`src/rtl/floyd_spi_tx_slave_pkg.sv`:
```
// floyd_spi_tx_slave_pkg: shared FSM states and synchroniser depth for the MISO transmitter
package floyd_spi_tx_slave_pkg;
    typedef enum logic [2:0] {TX_IDLE, TX_FETCH, TX_REQ, TX_SHIFT, TX_DONE} tx_state_t;
    localparam int SPI_SYNC_STAGES = 2;
endpackage

```
`src/rtl/floyd_spi_tx_slave_spi_edge_sync.sv`:
```
// spi_edge_sync: synchronises an asynchronous SPI line and emits one-clk rise/fall pulses
//   in:  clk, rst, async_in
//   out: level (synchronised), rise, fall (valid SYNC_STAGES+1 clk after the pin changes)
module spi_edge_sync
    import floyd_spi_tx_slave_pkg::*;
#(
    parameter int   STAGES  = SPI_SYNC_STAGES,
    parameter logic RST_VAL = 1'b0
) (
    input  logic clk,
    input  logic rst,
    input  logic async_in,
    output logic level,
    output logic rise,
    output logic fall
);
    logic [STAGES-1:0] sync_q, sync_d;
    logic              prev_q, prev_d;

    always_comb begin
        sync_d = {sync_q[STAGES-2:0], async_in};
        prev_d = sync_q[STAGES-1];
    end

    always_ff @(posedge clk) begin
        if (rst) begin
            sync_q <= {STAGES{RST_VAL}};
            prev_q <= RST_VAL;
        end else begin
            sync_q <= sync_d;
            prev_q <= prev_d;
        end
    end

    assign level = sync_q[STAGES-1];
    assign rise  = level & ~prev_q;
    assign fall  = ~level & prev_q;
endmodule

```
`src/rtl/floyd_spi_tx_slave.sv`:
```
// floyd_spi_tx_slave: SPI-slave MISO transmitter streaming a dithered frame from the result RAM
//   in:  clk, rst, start, rd_data (1 clk after rd_addr), SPI_CLK, SPI_CS (async, mode 0, CS active low)
//   out: rd_addr, SPI_MISO, SPI_MISO_oe, request_flag, busy, done
module floyd_spi_tx_slave
    import floyd_spi_tx_slave_pkg::*;
#(
    parameter int RGB_SIZE         = 8,
    parameter int IMAGE_SIZE       = 16,
    parameter int IMAGE_ADDR_WIDTH = 4,
    parameter int SYNC_STAGES      = SPI_SYNC_STAGES
) (
    input  logic                        clk,
    input  logic                        rst,
    input  logic                        start,
    output logic [IMAGE_ADDR_WIDTH-1:0] rd_addr,
    input  logic [RGB_SIZE-1:0]         rd_data,
    input  logic                        SPI_CLK,
    input  logic                        SPI_CS,
    output logic                        SPI_MISO,
    output logic                        SPI_MISO_oe,
    output logic                        request_flag,
    output logic                        busy,
    output logic                        done
);
    localparam int BW = $clog2(RGB_SIZE) + 1;
    localparam int PW = IMAGE_ADDR_WIDTH + 1;
    localparam logic [BW-1:0] BITS   = BW'(RGB_SIZE);
    localparam logic [PW-1:0] PIXELS = PW'(IMAGE_SIZE);

    tx_state_t         state_q, state_d;
    logic [PW-1:0]     addr_q, addr_d;
    logic [PW-1:0]     pix_cnt_q, pix_cnt_d;
    logic [BW-1:0]     bit_cnt_q, bit_cnt_d;
    logic [RGB_SIZE-1:0] shift_q, shift_d, shadow_q, shadow_d, next_q, next_d;
    logic              next_vld_q, next_vld_d;
    logic              pend_q, pend_d;
    logic              req_q, req_d, busy_q, busy_d, done_q, done_d, oe_q, oe_d;
    logic              clk_lvl, clk_rise, clk_fall, cs_lvl, cs_rise, cs_fall;

    spi_edge_sync #(.STAGES(SYNC_STAGES), .RST_VAL(1'b0)) u_clk_sync (
        .clk(clk), .rst(rst), .async_in(SPI_CLK),
        .level(clk_lvl), .rise(clk_rise), .fall(clk_fall)
    );

    // CS idles high, so its synchroniser resets high to avoid a phantom edge
    spi_edge_sync #(.STAGES(SYNC_STAGES), .RST_VAL(1'b1)) u_cs_sync (
        .clk(clk), .rst(rst), .async_in(SPI_CS),
        .level(cs_lvl), .rise(cs_rise), .fall(cs_fall)
    );

    always_comb begin
        state_d    = state_q;
        addr_d     = addr_q;
        pix_cnt_d  = pix_cnt_q;
        bit_cnt_d  = bit_cnt_q;
        shift_d    = shift_q;
        shadow_d   = shadow_q;
        next_d     = next_q;
        next_vld_d = next_vld_q;
        pend_d     = pend_q;
        req_d      = req_q;
        busy_d     = busy_q;
        done_d     = 1'b0;
        case (state_q)
            TX_IDLE: if (start) begin
                state_d    = TX_FETCH;
                addr_d     = '0;
                pix_cnt_d  = '0;
                bit_cnt_d  = '0;
                next_vld_d = 1'b0;
                pend_d     = 1'b0;
                busy_d     = 1'b1;
            end
            // first cycle lets the RAM register the address, second captures its data
            TX_FETCH: if (pend_q) begin
                shift_d  = rd_data;
                shadow_d = rd_data;
                addr_d   = addr_q + 1'b1;
                pend_d   = 1'b0;
                req_d    = 1'b1;
                state_d  = TX_REQ;
            end else begin
                pend_d = 1'b1;
            end
            TX_REQ: if (cs_fall) begin
                req_d   = 1'b0;
                state_d = TX_SHIFT;
            end
            TX_SHIFT: begin
                if (pend_q) begin
                    next_d     = rd_data;
                    next_vld_d = 1'b1;
                    addr_d     = addr_q + 1'b1;
                    pend_d     = 1'b0;
                end else if (!next_vld_q && addr_q < PIXELS) begin
                    pend_d = 1'b1;
                end
                if (cs_rise && bit_cnt_q < BITS) begin
                    // aborted byte: rewind so the next CS low resends it from the MSB
                    shift_d   = shadow_q;
                    bit_cnt_d = '0;
                end else if (clk_rise && !cs_lvl) begin
                    bit_cnt_d = bit_cnt_q + 1'b1;
                    if (bit_cnt_q == BITS - 1'b1) begin
                        pix_cnt_d = pix_cnt_q + 1'b1;
                        if (pix_cnt_q == PIXELS - 1'b1) state_d = TX_DONE;
                    end
                end else if (clk_fall && !cs_lvl) begin
                    if (bit_cnt_q == BITS) begin
                        shift_d    = next_q;
                        shadow_d   = next_q;
                        bit_cnt_d  = '0;
                        next_vld_d = 1'b0;
                    end else if (bit_cnt_q != '0) begin
                        shift_d = shift_q << 1;
                    end
                end
            end
            TX_DONE: begin
                done_d  = 1'b1;
                busy_d  = 1'b0;
                addr_d  = '0;
                state_d = TX_IDLE;
            end
            default: state_d = TX_IDLE;
        endcase
        oe_d = (state_d == TX_SHIFT) && !cs_lvl;
    end

    always_ff @(posedge clk) begin
        if (rst) begin
            state_q    <= TX_IDLE;
            addr_q     <= '0;
            pix_cnt_q  <= '0;
            bit_cnt_q  <= '0;
            shift_q    <= '0;
            shadow_q   <= '0;
            next_q     <= '0;
            next_vld_q <= 1'b0;
            pend_q     <= 1'b0;
            req_q      <= 1'b0;
            busy_q     <= 1'b0;
            done_q     <= 1'b0;
            oe_q       <= 1'b0;
        end else begin
            state_q    <= state_d;
            addr_q     <= addr_d;
            pix_cnt_q  <= pix_cnt_d;
            bit_cnt_q  <= bit_cnt_d;
            shift_q    <= shift_d;
            shadow_q   <= shadow_d;
            next_q     <= next_d;
            next_vld_q <= next_vld_d;
            pend_q     <= pend_d;
            req_q      <= req_d;
            busy_q     <= busy_d;
            done_q     <= done_d;
            oe_q       <= oe_d;
        end
    end

    assign rd_addr      = addr_q[IMAGE_ADDR_WIDTH-1:0];
    assign SPI_MISO     = (state_q == TX_SHIFT) && !cs_lvl && shift_q[RGB_SIZE-1];
    assign SPI_MISO_oe  = oe_q;
    assign request_flag = req_q;
    assign busy         = busy_q;
    assign done         = done_q;
endmodule

```
`config.mk`:
```
export PLATFORM = sky130hd
export DESIGN_NAME = floyd_spi_tx_slave
export DESIGN_NICKNAME = d
export VERILOG_FILES = /design/src/rtl/floyd_spi_tx_slave_pkg.sv /design/src/rtl/floyd_spi_tx_slave_spi_edge_sync.sv /design/src/rtl/floyd_spi_tx_slave.sv
export SDC_FILE = /design/constraint.sdc
export NUM_CORES = 1
export LEC_CHECK = 0
export CAP_MARGIN = 15
export CORE_ASPECT_RATIO = 1.75
export CORE_MARGIN = 2
export CORE_UTILIZATION = 38
export CTS_BUF_LIST = sky130_fd_sc_hd__clkbuf_16
export DETAILED_ROUTE_END_ITERATION = 8
export GPL_ROUTABILITY_DRIVEN = 0
export MAX_ROUTING_LAYER = met4
export SLEW_MARGIN = 20
export SYNTH_ARGS = -nofsm -noshare
export SYNTH_HDL_FRONTEND = slang
export SYNTH_SLANG_ARGS = --single-unit
```
`constraint.sdc`:
```
create_clock -name clk -period 5.77 [get_ports clk]
set_input_delay 0.577 -clock clk [delete_from_list [all_inputs] [get_ports clk]]
set_output_delay 0.577 -clock clk [all_outputs]
set_load 0.02 [all_outputs]
```
==> impl_metrics.xml, run 1 <==
<?xml version="1.0" encoding="UTF-8"?>
<metrics>
  <group name="timing">
    <metric name="fmax" unit="MHz">342.6</metric>
    <metric name="timing.final.max_slew_violations" unit="">0</metric>
    <metric name="final.period_utilization" unit="%">50.59</metric>
    <metric name="fin_setup_tns" unit="ns">0</metric>
    <metric name="layout_min_cycle_time" unit="ns">2.919</metric>
    <metric name="worst-slew-pin-transition" unit="ns">0.8110</metric>
    <metric name="finish_stage_setup_viols" unit="">0</metric>
    <metric name="timing.slew.headroom" unit="%">45.93</metric>
    <metric name="fin_skew" unit="ns">0.006517</metric>
    <metric name="hold_viol" unit="">0</metric>
    <metric name="grt_setup_unrepaired" unit="">false</metric>
  </group>
  <group name="logic_synthesis">
    <metric name="synthArstFlopShare" unit="%">0</metric>
    <metric name="synth_fp_nets" unit="">319</metric>
    <metric name="syn_area_per_cell" unit="µm²">8.742</metric>
    <metric name="synth.area.mux_share" unit="%">3.043</metric>
    <metric name="netlist_area" unit="µm²">2631</metric>
    <metric name="synth-compound-area-share" unit="%">23.78</metric>
    <metric name="synthAdderAreaFrac" unit="%">2.378</metric>
    <metric name="synth_cells" unit="">301</metric>
    <metric name="synth_xor_area_share" unit="%">0.6657</metric>
    <metric name="yosys_warnings" unit="">0</metric>
    <metric name="post_synth_and_or_nand_nor_area_fraction" unit="%">22.87</metric>
    <metric name="synth_seq_cells" unit="">53</metric>
    <metric name="synth_seq_area_share" unit="%">40.32</metric>
    <metric name="ys_types" unit="">57</metric>
    <metric name="yosys_most_used_dff" unit="">dfxtp_1</metric>
    <metric name="combinational_family_with_the_most_area_after_synthesis" unit="">compound AO/OA/AOI/OAI gates</metric>
    <metric name="synth-edff-count" unit="">0</metric>
  </group>
  <group name="cts">
    <metric name="clock-root-buffer" unit="">clkbuf_16</metric>
    <metric name="clkTransAtPathRegs" unit="ns">0.06</metric>
    <metric name="cts_num_sinks" unit="">53</metric>
    <metric name="cts_hold_buf" unit="">0</metric>
    <metric name="tritoncts.num_buffers" unit="">5</metric>
    <metric name="post_cts_resize_count" unit="">0</metric>
    <metric name="clockBufferDepth" unit="">2</metric>
    <metric name="clk_latency" unit="ns">0.30</metric>
    <metric name="setup_fix_bufs_post_cts" unit="">0</metric>
    <metric name="ctsHtreeMaxLevel" unit="">2</metric>
    <metric name="tritoncts_clock_tree" unit="">built</metric>
  </group>
  <group name="global_route">
    <metric name="grt_max_degree" unit="">49</metric>
    <metric name="grt_first_pass_wirelength" unit="mm">9.867</metric>
    <metric name="first_global_vias" unit="">2031</metric>
    <metric name="antenna_found_initial" unit="">0</metric>
    <metric name="groute.usage.overall" unit="%">17.74</metric>
    <metric name="overflow" unit="">0</metric>
  </group>
  <group name="placed_design">
    <metric name="place_hpwl" unit="mm">4.197</metric>
    <metric name="post_place_cell_area" unit="µm²">2794</metric>
    <metric name="portBuffers" unit="">21</metric>
  </group>
  <group name="setup_path">
    <metric name="cp_startpoint" unit="">state_q[2]</metric>
    <metric name="start_kind" unit="">flip-flop</metric>
    <metric name="critical_path.cell_chain" unit="">nand3b_2, nor3b_1, clkdlybuf4s50_1</metric>
    <metric name="rr_startpoint" unit="">state_q[0]</metric>
    <metric name="arrival" unit="ns">2.34</metric>
    <metric name="worstPathRequired" unit="ns">5.19</metric>
    <metric name="timing.critical_path.slowest_stage_cell" unit="">clkdlybuf4s50_1</metric>
    <metric name="worst_path_largest_cell_delay" unit="ns">0.65</metric>
    <metric name="timing.setup.critical_path_class" unit="">reg2out</metric>
    <metric name="kind_of_end_point_of_the_critical_path" unit="">primary output</metric>
    <metric name="worst-path-max-fanout" unit="">19</metric>
    <metric name="timing.critical_path.buf_inv" unit="">1</metric>
    <metric name="critPathTopFamily" unit="">simple AND/OR/NAND/NOR gates</metric>
  </group>
  <group name="finish">
    <metric name="post_route_cells_drive_above_1_share" unit="%">9.091</metric>
    <metric name="antenna-diode-count" unit="">0</metric>
    <metric name="areaGrowthSynthToFinish" unit="%">12.36</metric>
    <metric name="layout.cell_area.non_filler" unit="µm²">2957</metric>
    <metric name="nNetsFinal" unit="">325</metric>
  </group>
  <group name="flow_run">
    <metric name="maxCapViolCount" unit="">0</metric>
  </group>
  <group name="min_path">
    <metric name="class_of_the_tightest_hold_or_removal_check" unit="">reg2reg</metric>
    <metric name="holdCritStartpoint" unit="">u_cs_sync.sync_q[0]</metric>
  </group>
  <group name="pwr">
    <metric name="power.density_cell_area" unit="nW/µm²">267.0</metric>
    <metric name="p_leak" unit="nW">0.9548</metric>
    <metric name="vdd_drop_max" unit="mV">0.1313</metric>
  </group>
  <group name="drt">
    <metric name="detail_route.wl_per_cell" unit="µm">15.67</metric>
    <metric name="drc_errors" unit="">0</metric>
    <metric name="vias_per_std_cell" unit="">5.589</metric>
    <metric name="routed_antenna_nets" unit="">0</metric>
    <metric name="drt_pre_antenna_iters" unit="">4</metric>
    <metric name="dr.first_iter.drc_count" unit="">153</metric>
    <metric name="routed-via-count" unit="">2191</metric>
    <metric name="postRouteWirelength" unit="mm">6.144</metric>
  </group>
  <group name="die">
    <metric name="num_rows" unit="">40</metric>
    <metric name="core_area" unit="µm²">6807</metric>
    <metric name="dieHeight" unit="µm">114.1</metric>
    <metric name="design.portCount" unit="">22</metric>
    <metric name="die-area" unit="µm²">7633</metric>
    <metric name="die-width" unit="µm">66.91</metric>
    <metric name="initial_utilization" unit="%">38.66</metric>
  </group>
  <group name="outcome">
    <metric name="outcome" unit="">completed</metric>
  </group>
</metrics>
## sequential cells by signal, summed over array words and instances, names as in the netlist, 2 cells and up
register and cells:
bit_cnt_q 4, pix_cnt_q 5, addr_q 5, shadow_q 8, next_q 8, shift_q 8
u_cs_sync.sync_q 2, u_clk_sync.sync_q 2, state_q 3
## layer usage
metal | up-vias | track usage (%) | part of all wire (%)
met5 | - | - | 0
met4 | 0 | 9.388 | 3.4
met3 | 15 | 3.736 | 4.2
met2 | 47 | 30.33 | 54
met1 | 1017 | 18.66 | 39
li1 | 1112 | - | -
## per-stage QoR
| step | cells | utilization [%] | hold slack, ns | power [W] | setup slack, ns |
|---|---|---|---|---|---|
| CTS | 392 | 43.44 | 0.4099 | 0.0008031 | 2.833 |
| global route | 392 | 43.44 | 0.4294 | 0.0008190 | 2.722 |
| floorplan | 301 | - | 0.3895 | 0.0004427 | 3.767 |
| finish | 392 | 43.44 | 0.4076 | 0.0007895 | 2.851 |
| global placement | 384 | 41.05 | 0.3914 | 0.0004637 | 3.220 |
| detailed placement | 384 | 41.05 | 0.3948 | 0.0004647 | 3.164 |
## final cells by class
cell class                      count  area (µm²)
Fill cell                         708        3850
Multi-Input combinational cell    219        1388
Tap cell                           84       105.1
Clock inverter                      3       37.54
Sequential cell                    53        1061
Inverter                            6       22.52
Timing Repair Buffer               22       217.7
Clock buffer                        5       125.1
## Yosys cell counts (2+ instances only)
library cell,count,area share (%)
nand3_1,4,0.76
nand2_1,42,6.0
a311oi_1,16,5.3
dfxtp_1,53,40
clkbuf_8,3,1.6
a21o_1,4,1.1
or3b_2,2,0.67
clkbuf_1,10,1.4
buf_4,5,1.4
nor4bb_1,2,0.76
nor3_1,4,0.76
o21ai_0,18,3.4
a21oi_1,32,6.1
nor2b_1,5,1.2
and3_1,3,0.71
or3b_1,2,0.67
mux2i_1,8,3.0
nor2_1,18,2.6
and3b_2,2,0.76
inv_1,6,0.86
a21o_2,6,2.0
buf_6,3,1.3
xor2_1,2,0.67
nor4_1,2,0.48
nand3b_1,2,0.57
or3_1,4,0.95
or2_2,4,0.95
ha_1,5,2.4
nand4_1,2,0.48
nand2b_1,2,0.48
nor3b_1,3,0.86
and2_1,2,0.48
## cell usage in the layout (no fill, tap or decap), types with 5 or more instances in the layout
cell type         n
dfxtp_1          53
inv_1             7
a21oi_1          32
ha_1              5
a311oi_1         16
nor2b_1           5
o21ai_0          18
nor2_1           18
nand2_1          42
mux2i_1           8
clkbuf_16         5
clkdlybuf4s50_1  21
a21o_2            6
## final timing paths
check / to / slack [ns] / cells past startpoint
worst min-delay path: u_cs_sync.sync_q[1] / 0.41 / 1
worst max-delay path: SPI_MISO / 2.85 / 3
worst min register to register: u_cs_sync.sync_q[1] / 0.41 / 1
worst max register to register: shadow_q[3] / 3.44 / 4
## where the power goes
group	internal [W]	switching, W
registers	0.000376	0.0000108
clock network	0.000202	0.000131
logic	0.0000313	0.0000383
## cell families after synthesis
kind of cell    after synthesis
compound gates               92
xor+xnor                      2
fa+ha+maj                     5
buf+inv                      29
flops                        53
mux                           8
simple gates                112
(Power assumes the default switching activity.)
==> run 2, diff against run 1 <==
Clock period 5.77 ns to 2.4 ns, I/O delays scaled along.
==> impl_metrics.xml, run 2 (synthesis gave the netlist of run 1 again) <==
<?xml version="1.0" encoding="UTF-8"?>
<metrics>
  <group name="drt">
    <metric name="drt-met1-wl" unit="mm">2.504</metric>
    <metric name="routed-via-count" unit="">2237</metric>
    <metric name="vias_per_std_cell" unit="">5.579</metric>
    <metric name="postRouteWirelength" unit="mm">6.278</metric>
    <metric name="highest-signal-layer" unit="">met4</metric>
    <metric name="drc_errors" unit="">0</metric>
    <metric name="dr.first_iter.drc_count" unit="">150</metric>
    <metric name="drt_pre_antenna_iters" unit="">4</metric>
    <metric name="met2RoutedLength" unit="mm">3.489</metric>
    <metric name="dr_wl_met3" unit="µm">186</metric>
    <metric name="routed_antenna_nets" unit="">0</metric>
    <metric name="detail_route.wl_per_cell" unit="µm">15.66</metric>
  </group>
  <group name="finish">
    <metric name="multiInputGateArea" unit="µm²">1388</metric>
    <metric name="mostFrequentLayoutCells" unit="">dfxtp_1 (53), nand2_1 (42), a21oi_1 (32), clkdlybuf4s50_1 (21)</metric>
    <metric name="most_common_cell_after_layout_fill_and_taps_aside" unit="">dfxtp_1</metric>
    <metric name="layout.filler_cells" unit="">718</metric>
    <metric name="post_route_cells_drive_above_1_share" unit="%">12.30</metric>
    <metric name="layout.cell_area.non_filler" unit="µm²">3064</metric>
    <metric name="nNetsFinal" unit="">334</metric>
    <metric name="areaGrowthSynthToFinish" unit="%">16.45</metric>
    <metric name="regArea" unit="µm²">1061</metric>
    <metric name="antenna-diode-count" unit="">0</metric>
    <metric name="largestRegisters" unit="">next_q x8, shadow_q x8, shift_q x8</metric>
  </group>
  <group name="timing">
    <metric name="grt_setup_unrepaired" unit="">false</metric>
    <metric name="finish_stage_setup_viols" unit="">0</metric>
    <metric name="layout_min_cycle_time" unit="ns">2.179</metric>
    <metric name="timing.slew.headroom" unit="%">56.44</metric>
    <metric name="timing.final.max_slew_violations" unit="">0</metric>
    <metric name="hold_viol" unit="">0</metric>
    <metric name="final.period_utilization" unit="%">90.79</metric>
    <metric name="fmax" unit="MHz">458.9</metric>
    <metric name="worst-slew-pin-transition" unit="ns">0.6446</metric>
    <metric name="fin_setup_tns" unit="ns">0</metric>
    <metric name="fin_skew" unit="ns">0.009325</metric>
  </group>
  <group name="placed_design">
    <metric name="place_hpwl" unit="mm">4.375</metric>
    <metric name="portBuffers" unit="">21</metric>
    <metric name="post_place_cell_area" unit="µm²">2874</metric>
  </group>
  <group name="setup_path">
    <metric name="start_kind" unit="">flip-flop</metric>
    <metric name="worstPathRequired" unit="ns">2.16</metric>
    <metric name="timing.critical_path.slowest_stage_cell" unit="">clkdlybuf4s50_1</metric>
    <metric name="arrival" unit="ns">1.94</metric>
    <metric name="critical_path.cell_chain" unit="">nand3b_2, nor3b_1, clkdlybuf4s50_1</metric>
    <metric name="worst-path-max-fanout" unit="">7</metric>
    <metric name="kind_of_end_point_of_the_critical_path" unit="">primary output</metric>
    <metric name="critPathTopFamily" unit="">buffers and inverters</metric>
    <metric name="timing.setup.critical_path_class" unit="">reg2out</metric>
    <metric name="r2r.worst_path.cells" unit="">5</metric>
    <metric name="timing.critical_path.buf_inv" unit="">1</metric>
    <metric name="worstSetupPathDepth" unit="">3</metric>
    <metric name="cp_startpoint" unit="">state_q[1]</metric>
    <metric name="reg2reg_slack" unit="ns">0.31</metric>
    <metric name="rr_startpoint" unit="">state_q[0]</metric>
    <metric name="worst_path_largest_cell_delay" unit="ns">0.65</metric>
  </group>
  <group name="cts">
    <metric name="clk_latency" unit="ns">0.30</metric>
    <metric name="clockBufferDepth" unit="">2</metric>
    <metric name="cts_num_sinks" unit="">53</metric>
    <metric name="clock-root-buffer" unit="">clkbuf_16</metric>
    <metric name="post_cts_resize_count" unit="">0</metric>
    <metric name="ctsHtreeMaxLevel" unit="">2</metric>
    <metric name="tritoncts_clock_tree" unit="">built</metric>
    <metric name="tritoncts.num_buffers" unit="">5</metric>
    <metric name="setup_fix_bufs_post_cts" unit="">0</metric>
    <metric name="clkTransAtPathRegs" unit="ns">0.07</metric>
    <metric name="cts_hold_buf" unit="">0</metric>
  </group>
  <group name="global_route">
    <metric name="overflow" unit="">0</metric>
    <metric name="antenna_found_initial" unit="">0</metric>
    <metric name="first_global_vias" unit="">2168</metric>
    <metric name="grt_max_degree" unit="">49</metric>
    <metric name="groute.usage.overall" unit="%">18.13</metric>
    <metric name="grt_first_pass_wirelength" unit="mm">10.38</metric>
  </group>
  <group name="min_path">
    <metric name="timing.hold.worst_path_depth" unit="">1</metric>
    <metric name="holdCritStartpoint" unit="">u_cs_sync.sync_q[0]</metric>
    <metric name="class_of_the_tightest_hold_or_removal_check" unit="">reg2reg</metric>
  </group>
  <group name="outcome">
    <metric name="outcome" unit="">completed</metric>
  </group>
  <group name="die">
    <metric name="dieHeight" unit="µm">114.1</metric>
    <metric name="die-width" unit="µm">66.91</metric>
    <metric name="core_area" unit="µm²">6807</metric>
    <metric name="num_rows" unit="">40</metric>
    <metric name="die-area" unit="µm²">7633</metric>
    <metric name="design.portCount" unit="">22</metric>
    <metric name="initial_utilization" unit="%">38.66</metric>
  </group>
  <group name="flow_run">
    <metric name="maxCapViolCount" unit="">0</metric>
  </group>
  <group name="pwr">
    <metric name="vdd_drop_max" unit="mV">0.4955</metric>
    <metric name="power.density_cell_area" unit="nW/µm²">663.4</metric>
    <metric name="p_leak" unit="nW">1.017</metric>
  </group>
</metrics>
run 2: stage by stage:
step	setup slack, ns	hold WS (ns)	util, %	total power [W]	instances
detailed placement	0.3434	0.3944	42.22	0.001126	393
CTS	0.1662	0.4098	45.02	0.002040	401
finish	0.2211	0.4093	45.02	0.002033	401
global placement	0.3511	0.3956	42.22	0.001123	393
floorplan	0.5787	0.3438	-	0.001064	301
global route	0.09117	0.4310	45.02	0.002092	401
run 2: metal layers:
layer | global-route usage, % | vias to the layer above
li1 | - | 1119
met3 | 2.753 | 8
met5 | - | -
met2 | 32.80 | 44
met4 | 6.122 | 0
met1 | 19.65 | 1066
run 2: final timing paths:
check	to
hold reg to reg	u_cs_sync.sync_q[1]
setup / recovery	SPI_MISO
hold / removal	u_cs_sync.sync_q[1]
setup reg to reg	shadow_q[5]
run 2: where the power goes:
group / leakage (nW) / switching [W] / internal (W)
Clock: 0.0938 / 0.000330 / 0.000596
Sequential: 0.430 / 0.0000201 / 0.000904
Combinational: 0.493 / 0.0000994 / 0.0000827
Total: 1.02 / 0.000449 / 0.00158
run 2: final cells by class:
class	count	share of cell area [%]
Clock buffer	5	4.083
Clock inverter	3	2.123
Inverter	6	0.7350
Multi-Input combinational cell	219	45.28
Sequential cell	53	34.63
Tap cell	84	3.430
Timing Repair Buffer	31	9.718
run 2: worst register-to-register path, delay by kind of cell, from the launching register on:
family                 cells  cell delay, ns
AO/OA/AOI/OAI              2            0.70
AND/OR/NAND/NOR            2            0.69
flip-flops                 1            0.40
buffers and inverters      1            0.21
